[src/rtl/cbc_byte_packer_pkg.sv]
// Shared constants for the CBC byte packer: block/byte widths, FSM state encoding
// and the full PKCS#7 pad block appended to block-aligned messages.
package cbc_byte_packer_pkg;

    localparam int BLOCK_W = 64;
    localparam int BYTE_W  = 8;

    typedef enum logic {
        FILL = 1'b0,
        HOLD = 1'b1
    } state_e;

    localparam logic MODE_ENC = 1'b0;
    localparam logic MODE_DEC = 1'b1;

    localparam logic [0:BLOCK_W-1] PAD_BLOCK = 64'h0808_0808_0808_0808;

endpackage

[src/rtl/cbc_byte_packer.sv]
// Packs a byte stream into 64-bit big-endian blocks for the CBC-TDES core.
// Define CBC_PKCS7_PAD_EN for PKCS#7 padding; otherwise short final blocks are zero-filled.
module cbc_byte_packer
    import cbc_byte_packer_pkg::*;
(
    input  logic              clk_i,
    input  logic              reset_i,
    input  logic [7:0]        s_data_i,
    input  logic              s_valid_i,
    input  logic              s_last_i,
    input  logic              mode_i,
    output logic              s_ready_o,
    output logic [0:BLOCK_W-1] data_o,
    output logic              valid_o,
    output logic              start_o,
    output logic              last_o,
    output logic              mode_o,
    input  logic              ready_i
);

    state_e               state_q, state_d;
    logic [2:0]           cnt_q, cnt_d;
    logic [0:BLOCK_W-1]   data_q, data_d;
    logic                 start_q, start_d;
    logic                 last_q, last_d;
    logic                 mode_q, mode_d;
    logic                 pad_pending_q, pad_pending_d;
    logic                 first_q, first_d;

    // Writes byte b into lane k; on the final byte, lanes above k get the pad value.
    function automatic logic [0:BLOCK_W-1] lane_fill(
        input logic [0:BLOCK_W-1] blk,
        input logic [2:0]         k,
        input logic [7:0]         b,
        input logic               last
    );
        logic [0:BLOCK_W-1] r;
        logic [7:0]         pad;
        r = blk;
`ifdef CBC_PKCS7_PAD_EN
        pad = 8'd7 - {5'd0, k};
`else
        pad = 8'h00;
`endif
        for (int i = 0; i < BLOCK_W / BYTE_W; i++) begin
            if (i == int'(k)) begin
                r[BYTE_W*i +: BYTE_W] = b;
            end else if (last && (i > int'(k))) begin
                r[BYTE_W*i +: BYTE_W] = pad;
            end
        end
        return r;
    endfunction

    always_ff @(posedge clk_i or negedge reset_i) begin
        if (!reset_i) begin
            state_q       <= FILL;
            cnt_q         <= 3'd0;
            data_q        <= '0;
            start_q       <= 1'b0;
            last_q        <= 1'b0;
            mode_q        <= MODE_ENC;
            pad_pending_q <= 1'b0;
            first_q       <= 1'b1;
        end else begin
            state_q       <= state_d;
            cnt_q         <= cnt_d;
            data_q        <= data_d;
            start_q       <= start_d;
            last_q        <= last_d;
            mode_q        <= mode_d;
            pad_pending_q <= pad_pending_d;
            first_q       <= first_d;
        end
    end

    always_comb begin
        state_d       = state_q;
        cnt_d         = cnt_q;
        data_d        = data_q;
        start_d       = start_q;
        last_d        = last_q;
        mode_d        = mode_q;
        pad_pending_d = pad_pending_q;
        first_d       = first_q;

        if (state_q == FILL) begin
            if (s_valid_i) begin
                data_d  = lane_fill(data_q, cnt_q, s_data_i, s_last_i);
                cnt_d   = cnt_q + 3'd1;
                last_d  = s_last_i;
                first_d = s_last_i;
                if (cnt_q == 3'd0) begin
                    start_d = first_q;
                end
                if (first_q) begin
                    mode_d = mode_i;
                end
                if (s_last_i || (cnt_q == 3'd7)) begin
                    state_d = HOLD;
                end
`ifdef CBC_PKCS7_PAD_EN
                // Aligned end of message: this block is not last, a full pad block follows.
                if (s_last_i && (cnt_q == 3'd7)) begin
                    last_d        = 1'b0;
                    pad_pending_d = 1'b1;
                end
`endif
            end
        end else begin
            if (ready_i) begin
                if (pad_pending_q) begin
                    data_d        = PAD_BLOCK;
                    last_d        = 1'b1;
                    start_d       = 1'b0;
                    pad_pending_d = 1'b0;
                end else begin
                    state_d = FILL;
                    cnt_d   = 3'd0;
                end
            end
        end
    end

    assign s_ready_o = (state_q == FILL);
    assign valid_o   = (state_q == HOLD);
    assign data_o    = data_q;
    assign start_o   = start_q;
    assign last_o    = last_q;
    assign mode_o    = mode_q;

endmodule

[config.mk]
export PLATFORM = sky130hd
export DESIGN_NAME = cbc_byte_packer
export DESIGN_NICKNAME = d
export VERILOG_FILES = /design/src/rtl/cbc_byte_packer_pkg.sv /design/src/rtl/cbc_byte_packer.sv
export SDC_FILE = /design/constraint.sdc
export NUM_CORES = 1
export LEC_CHECK = 0
export ABC_AREA = 0
export BUFFER_PORTS_ARGS = -buffer_cell sky130_fd_sc_hd__buf_4
export CAP_MARGIN = 0
export CELL_PAD_IN_SITES_DETAIL_PLACEMENT = 0
export CELL_PAD_IN_SITES_GLOBAL_PLACEMENT = 1
export CORE_MARGIN = 2
export CORE_UTILIZATION = 43
export CTS_CLUSTER_DIAMETER = 60
export CTS_CLUSTER_SIZE = 14
export DETAILED_ROUTE_END_ITERATION = 8
export HOLD_SLACK_MARGIN = 0.12
export MAX_ROUTING_LAYER = met4
export PLACE_DENSITY_LB_ADDON = 0.1
export SETUP_SLACK_MARGIN = 0.3
export SYNTH_ARGS = -nofsm -noshare
export SYNTH_HDL_FRONTEND = slang
export SYNTH_SLANG_ARGS = --single-unit
[constraint.sdc]
create_clock -name clk_i -period 2.4 [get_ports clk_i]
set_input_delay 0.48 -clock clk_i [delete_from_list [all_inputs] [get_ports clk_i]]
set_output_delay 0.48 -clock clk_i [all_outputs]
set_load 0.02 [all_outputs]
## Yosys cells after proc, flatten, opt, wreduce, memory -nomap -nowiden

Index checks and enable logic that the tools add are counted.

- Flip-flop bits (word level): 72
- RAM bits: 0
- Latch bits: 0
- Logic and storage cells: 94
- ROM bits: 0
- Memories kept: 0
- Input bits: 14

- Shift operators: 0
- Reduce and logical (&&, ||, !) cells: 33
- Add/subtract/negate cells: 1
- Equality and inequality tests: 9
- Divide/modulo/power cells: 0
- $mul: 0
- Magnitude comparators: 7
- Bitwise logic cells: 1
- Mux-type cells: 29

Operator list:

| cell | count |
|---|---|
| 64-bit 2-to-1 mux | 2 |
| 8-bit 2-to-1 mux | 15 |
| 4-bit AND reduction | 9 |
| 3-bit nonzero test | 7 |
| 3-bit equality test, first input constant | 4 |
| 3-bit greater-than comparator, first input constant | 4 |
| 1-bit 2-to-1 mux | 9 |
| 3-bit 2-to-1 mux | 3 |
| 1-bit logical AND | 7 |
| 2-bit by 3-bit equality test with 1-bit output, first input constant | 2 |
| 2-bit by 3-bit greater-than comparator with 1-bit output, first input constant | 2 |
| 3-bit zero test | 2 |
| 3-bit AND reduction | 2 |
| 2-bit nonzero test | 3 |
| 2-bit AND reduction | 2 |
| 3-bit by 1-bit adder with 3-bit output, second input constant | 1 |
| 1-bit by 3-bit equality test with 1-bit output, first input constant | 1 |
| 3-bit equality test, second input constant | 1 |
| 1-bit by 3-bit greater-than comparator with 1-bit output, first input constant | 1 |
| 2-bit inequality test, second input constant | 1 |
| 1-bit logical OR | 1 |
| 1-bit inverter | 1 |

## Logic depth before layout (Yosys ltp)

Gate-level depths: netlist of run 1.

- Word-level depth: 6
- Mapped depth: 7

## Worst setup path after synthesis of run 1

No wires, ideal clock.

- Path kind: flip-flop to flip-flop
- From: register cnt_q[0]
- To: register data_q (netlist bit data_o[48])
- Buffers on the path: 1
- Clock period less this slack: 1,600 ps
- Arrival: 1,479 ps
- Stages on the path, launching flop included: 7
- Path slack: 800 ps
- Library setup time: 121 ps
- Path through: dfrtp_1 inv_1 ha_1 and2_1 and2_0 clkbuf_1 a22o_1

- Longest elaborated chain between the ends: 4

RTL lines:

| what | line | RTL |
|---|---|---|
| start, declared | cbc_byte_packer.sv:22 | `logic [2:0] cnt_q, cnt_d;` |
| start signal, assigned | cbc_byte_packer.sv:67 | `cnt_q <= cnt_d;` |
| 3-bit greater-than comparator or 2-bit by 3-bit equality test with 1-bit output (tied branches) | cbc_byte_packer.sv:48, cbc_byte_packer.sv:46 |  |
| 1-bit logical AND or 8-bit 2-to-1 mux (tied branches) | cbc_byte_packer.sv:48, cbc_byte_packer.sv:46 |  |
| 3-bit nonzero test (no line) or 64-bit 2-to-1 mux (tied branches) | n/a |  |
| 4-bit AND reduction (no line) or 64-bit 2-to-1 mux (tied branches) | n/a |  |
| end signal, assigned | cbc_byte_packer.sv:68 | `data_q <= data_d;` |
| end, declared | cbc_byte_packer.sv:23 | `logic [0:BLOCK_W-1] data_q, data_d;` |

Parallel ways exist; a longest one is shown, timed or not. The select of a mux whose other input is x is not followed.
A chain may end at the register's enable or synchronous reset.

## Worst setup path in the final report of run 1

- From: register state_q (netlist: valid_o)
- To: register data_q (netlist bit data_o[29])

- Longest elaborated chain between the ends: 2

RTL lines:

| what | line | RTL |
|---|---|---|
| start, declared | cbc_byte_packer.sv:21 | `state_e state_q, state_d;` |
| start signal, assigned | cbc_byte_packer.sv:66 | `state_q <= state_d;` |
| 2-bit inequality test (no line) (tied with other cells) | n/a |  |
| 4-bit AND reduction (no line) * | n/a |  |

Every way passes the cells marked *; elsewhere a longest branch is shown, timed or not.

==> run metrics, run 1 <==
max cap viols 0; CTS H-tree depth 3; DRC Markers 0; sequential share of power 39.2%; synth warn 0; worst slew pin tran 780 ps; Layout area overhead 29.2%; chip height 87.9 um; worst path cell trace nand2b_1 -> a2111oi_4 -> o2bb2ai_1; Top FF cell, synth dfrtp_1; Max Root-Sink Buffers 2; area of the core 6790 um2; n_diodes 0; commonest non-fill, non-tap cell in the layout buf_4; post-route ant nets 0; FMAX 514 MHz; syn nets 274; Clock power frac 20.1%; post-synthesis register bit count 72; hold crit path type in -> async; Mean Syn Cell Area 11.9 um2; Lkg Pwr 1.91 nW; Syn Std Cell Area 3030 um2; minimum clock period 1950 ps; Die Width 87.9 um; RSZ-0062 raised after global routing false; Pre-Repair DR Iteration Count 4; Ports 83; post-synthesis async set-or-reset flop share 100%; clock root cell clkbuf_8; crit path kind reg -> reg; sequential area share after synthesis 59.5%; worst-path cell with the longest stage delay a2111oi_4; die area 7730 um2; total gr overflow 0; Sw Pwr 2.01 mW; Int Pwr 3.22 mW; Clock transition at path regs 80 ps; CTS Hold Bufs 0; gr busiest metal met2; Avg WL per Cell 17.8 um; CTS sink cnt 72; gp weighted congestion 0.821; Critical Path AT 2140 ps; port bufs 82; Layout Utilization 57.6%; GR Layer Usage met2 32.2%; starting density of the core 44.6%; Synth cell types 38; setup TNS 0 ps; met1 usage in global routing 29.7%; met3 Use GR 3.11%; most frequent cells in the layout 82 x buf_4, 71 x dfrtp_1, 42 x nand2_1; worst-path fanout max 15; VDD IR-drop max 0.583 mV; final hold vios 0; CP Launch Type flop; WP data required 2590 ps; Global Route Usage Sum 21.4%; fin crit share 81.1%; DP Area 3690 um2; Power Dens Cells 1340 nW/um2; Final Max Tran Viols 0; Worst setup EP type flop; WL final 7.62 mm; Skew-Pair Late Insertion Delay 340 ps; fraction of layout cells with a size suffix above 1 32.0%; area of the multi-input gates 1120 um2; post-DR vias/cell 5.31; clk_skew 11.9 ps; hold slack 125 ps; Cell Rows 30; nets 346; via count 2269; initial antenna violation count 0; reg2reg setup slack 450 ps; Post-synth EDFFs 0; hpwl dp 5.02 mm; Worst path max stage delay 600 ps; setup violators final 0; largest net degree at the start of global routing 73; Syn Inst Count 254; vias in the first global route 2179; Relative slew margins 47.2%; iteration-0 DRC count of the detailed router 118; Overall Power 5.24 mW; Sequential Area 1800 um2; first-pass GRT wire length 11.9 mm; fillers 603; switching share of power 38.5%; final instance area 3910 um2; CTS tree built; status finished clean; Comb pwr share 40.7%; CTS buffer count 9
-- cell usage after synthesis (5+ instances only) --
| library cell | instances | area (um2) |
|---|---|---|
| a22o_1 | 32 | 280 |
| a22oi_1 | 8 | 60.1 |
| buf_1 | 7 | 26.3 |
| buf_2 | 6 | 30.0 |
| clkbuf_1 | 7 | 26.3 |
| dfrtp_1 | 71 | 1780 |
| ha_1 | 6 | 75.1 |
| mux2_1 | 9 | 101 |
| nand2_1 | 42 | 158 |
| o211ai_1 | 8 | 60.1 |
| o21ai_0 | 10 | 50.1 |
| o21ai_1 | 5 | 25.0 |
| o2bb2ai_1 | 8 | 70.1 |
-- state kept, by name, indices dropped and copies added (netlist names) --
register,count
start_o,1
mode_o,1
data_o,64
first_q,1
last_o,1
valid_o,1
cnt_q,3
-- power groups by stage --
stage	clock [mW]	sequential, mW	combinational (mW)
floorplan	0	2.52	0.740
global placement	0	2.06	2.11
detailed placement	0	2.07	2.15
CTS	1.08	2.06	2.15
global route	1.12	2.13	2.30
finish	1.06	2.05	2.13
-- metrics by stage --
step / std cells / setup slack (ps)
6_report: 427 / 453
5_1_grt: 427 / 325
4_1_cts: 427 / 342
3_5_place_dp: 411 / 368
3_3_place_gp: 411 / 455
2_1_floorplan: 254 / 800
-- final timing paths --
path,from,end,cells past startpoint
worst min-delay path,reset_i,data_o[10],2
worst max-delay path,valid_o,data_o[29],3
min in group clk_i,ready_i,valid_o,2
worst max register to register,valid_o,data_o[29],3
worst min register to register,first_q,first_q,2
max in group asynchronous,reset_i,data_o[38],2
-- logic make-up (layout without fill, tap and decap cells) --
family / count (synthesis) / count (layout) / synth area share [%]
AOI/OAI and AO/OA: 77 / 77 / 20.1
DFF: 72 / 72 / 59.5
and+or+nand+nor: 60 / 60 / 9.71
buffers and inverters: 27 / 104 / 3.84
muxes: 11 / 11 / 4.05
adders and majority gates: 6 / 6 / 2.48
xor gates and xnor gates: 1 / 1 / 0.289
-- worst max-delay path: cells and delay by family, from the launching register on --
| kind | cells | cell delay (ps) |
|---|---|---|
| AND/OR/NAND/NOR | 1 | 500 |
| AO/OA/AOI/OAI | 2 | 770 |
| flip-flops | 1 | 540 |
-- what timing repair did --
| item | in CTS | in global routing |
|---|---|---|
| gates resized for setup | 0 | 1 |
| setup endpoints to repair | 0 | 8 |
| setup buffers | 0 | 0 |
-- final cells by class --
cell class | instances | area share, %
well taps | 96 | 3.07
flip-flops and latches | 72 | 46.1
clock buffers | 10 | 3.26
multi-input cells | 155 | 28.5
inverters | 5 | 0.480
repair buffers | 83 | 16.2
clock inverters | 6 | 2.33
-- routing by layer --
layer | vias up | wire, um
li1 | 1058 | -
met2 | 60 | 3650
met1 | 1140 | 3570
met5 | - | 0
met3 | 11 | 276
met4 | 0 | 128
Note: power is estimated with default switching activity, not from simulation.
==> inputs of run 2 (changes only) <==
ABC_AREA = 1   (was 0)
CORE_UTILIZATION = 39   (was 43)
clock period = 1.9 ns   (was 2.4 ns; I/O delays follow)
==> run metrics, run 2 <==
fin crit share 79.6% (was 81.1%); fraction of layout cells with a size suffix above 1 34.8% (was 32.0%); Worst setup EP type flop (unchanged); post-synthesis async set-or-reset flop share 100% (unchanged); clk_skew 8.56 ps (was 11.9 ps); FF-to-FF Start valid_o (unchanged); worst slew pin tran 459 ps (was 780 ps); max cap viols 0 (unchanged); setup violators final 0 (unchanged); synth warn 0 (unchanged); post-DR vias/cell 4.84 (was 5.31); crit path kind reg -> reg (unchanged); die area 8570 um2 (was 7730 um2); post-route ant nets 0 (unchanged); post-synthesis register bit count 72 (unchanged); iteration-0 DRC count of the detailed router 107 (was 118); Cell Count, Final, Fillers Out 502 (was 427); Top FF cell, synth dfrtp_1 (unchanged); Cell Rows 32 (was 30); r2r worst-path depth 7 (was 3); HP Start ready_i; Post-synth EDFFs 0 (unchanged); n_diodes 0 (unchanged); Ports 83 (unchanged); sequential area share after synthesis 58.9% (was 59.5%); gp weighted congestion 0.876 (was 0.821); Final Max Tran Viols 0 (unchanged); Pre-Repair DR Iteration Count 4 (unchanged); WL final 7.94 mm (was 7.62 mm); via count 2430 (was 2269); port bufs 82 (unchanged); DRC Markers 0 (unchanged); top cells by count, synth 75 x nand2_1, 71 x dfrtp_1, 54 x nand3_1 (was 71 x dfrtp_1, 42 x nand2_1, 32 x a22o_1); Layout area overhead 31.5% (was 29.2%); Synth top area share 58.1% (was 58.7%); RSZ-0062 raised after global routing false (unchanged); Global Route Usage Sum 20.0% (was 21.4%); CTS tree built (unchanged); hpwl dp 5.35 mm (was 5.02 mm); chip height 92.6 um (was 87.9 um); syn nets 326 (was 274); Synth area leader dfrtp_1 (unchanged); Skew-Pair Late Insertion Delay 350 ps (was 340 ps); reg2reg setup slack 390 ps (was 450 ps); Power Dens Cells 1500 nW/um2 (was 1340 nW/um2); largest net degree at the start of global routing 41 (was 73); Placed Cells 483 (was 411); r2r endpoint last_o (was data_o[29]); CTS sink cnt 72 (unchanged); worst-path fanout max 10 (was 15); final instance area 4020 um2 (was 3910 um2); Critical Path AT 1800 ps (was 2140 ps); Mean Syn Cell Area 10.0 um2 (was 11.9 um2); Avg WL per Cell 15.8 um (was 17.8 um); clock root cell clkbuf_8 (unchanged); Lkg Pwr 2.09 nW (was 1.91 nW); status finished clean (unchanged); initial antenna violation count 0 (unchanged); nets 415 (was 346); total gr overflow 0 (unchanged); setup TNS 0 ps (unchanged); FMAX 662 MHz (was 514 MHz); vias in the first global route 2353 (was 2179); starting density of the core 40.0% (was 44.6%); Relative slew margins 69.3% (was 47.2%); Layout Utilization 52.6% (was 57.6%); Max Root-Sink Buffers 2 (unchanged); hold crit path type in -> reg (was in -> async); DP Area 3770 um2 (was 3690 um2); Syn Std Cell Area 3060 um2 (was 3030 um2); Synth cell types 22 (was 38); final hold vios 0 (unchanged); most frequent cell after synthesis nand2_1 (was dfrtp_1); VDD IR-drop max 0.663 mV (was 0.583 mV); commonest non-fill, non-tap cell in the layout buf_4 (unchanged); WP data required 2180 ps (was 2590 ps); number of flip-flops in the largest register 64 (unchanged); Syn Inst Count 306 (was 254); CP Launch Type flop (unchanged); CTS buffer count 9 (unchanged); CTS H-tree depth 3 (unchanged); largest cells by area after synthesis dfrtp_1 58%, nand2_1 9.2%, nand3_1 8.8%, o21ai_1 3.8%, nand3_4 3.4% (was dfrtp_1 59%, a22o_1 9.3%, nand2_1 5.2%, mux2_1 3.3%, ha_1 2.5%); minimum clock period 1510 ps (was 1950 ps); Clock transition at path regs 80 ps (about the same); Die Width 92.6 um (was 87.9 um); area of the core 7650 um2 (was 6790 um2); hold path cells 2; most frequent cells in the layout 85 x buf_4, 74 x nand2_1, 69 x dfrtp_1 (was 82 x buf_4, 71 x dfrtp_1, 42 x nand2_1); Hold Path Sink valid_o; first-pass GRT wire length 12.5 mm (was 11.9 mm)
[run 2: changes by cell type after synthesis, sizes merged, moves of 11 or more]
cell   before  now
nand3       0   60
nand2      43   81
a22o       32    0
o21ai      15   45
inv         5   18
nor2        0   11
[run 2: worst max-delay path: stages (launching register included)]
cell and delay [ps]:
dfrtp_2 470, inv_2 140, nand2_4 120, nor2_4 140, clkinvlp_4 180, buf_2 210
buf_4 140, nand2_1 50
[run 2: area by class of cell]
type	instances	area, um2
Tap cell	102	128
Timing Repair Buffer	88	673
Sequential cell	72	1810
Clock buffer	11	151
Inverter	18	71.3
Multi-Input combinational cell	206	1140
Fill cell	774	3630
Clock inverter	5	55.1
[run 2: timing repair]
item,4_1_cts,5_1_grt
gates resized for setup,1,8
endpoints found under the hold margin,31,0
hold buffers,1,0
setup endpoints to repair,8,39
buffers inserted,0,2
[run 2: per-stage QoR]
step           setup WS (ps)  hold slack [ps]  power, mW
2_1_floorplan            460             84.4       3.78
3_3_place_gp             254              363       4.79
3_5_place_dp             262              357       4.82
4_1_cts                  333              220       6.08
5_1_grt                  304              236       6.40
6_report                 388              235       6.03
[run 2: cells by family (layout without fill, tap and decap cells)]
logic type | Yosys count | in the layout | share of synthesized area (%)
compound gates | 48 | 48 | 9.08
simple gates | 152 | 152 | 25.1
buf+inv | 28 | 122 | 4.46
flops | 72 | 72 | 58.9
fa+ha+maj | 6 | 6 | 2.45
[run 2: routing by layer]
metal  vias up  wire length [um]  track usage (%)
met4         0               144             7.21
li1       1209                 -                -
met2        70              3570             29.7
met5         -                 0                -
met3        11               379             3.74
met1      1140              3840             27.7
[run 2: power by group]
group,switching [mW],total (mW),internal [mW]
clock,0.576,1.25,0.673
sequential,0.342,2.37,2.03
combinational,1.44,2.42,0.978
total,2.36,6.03,3.68
[run 2: worst max path at each step]
stage | from | endpoint | cells past startpoint
floorplan | cnt_q[2] | data_o[29] | 7
global placement | cnt_q[1] | data_o[30] | 5
detailed placement | cnt_q[1] | data_o[29] | 5
CTS | cnt_q[1] | data_o[29] | 5
global route | cnt_q[1] | data_o[36] | 9
finish | valid_o | last_o | 7
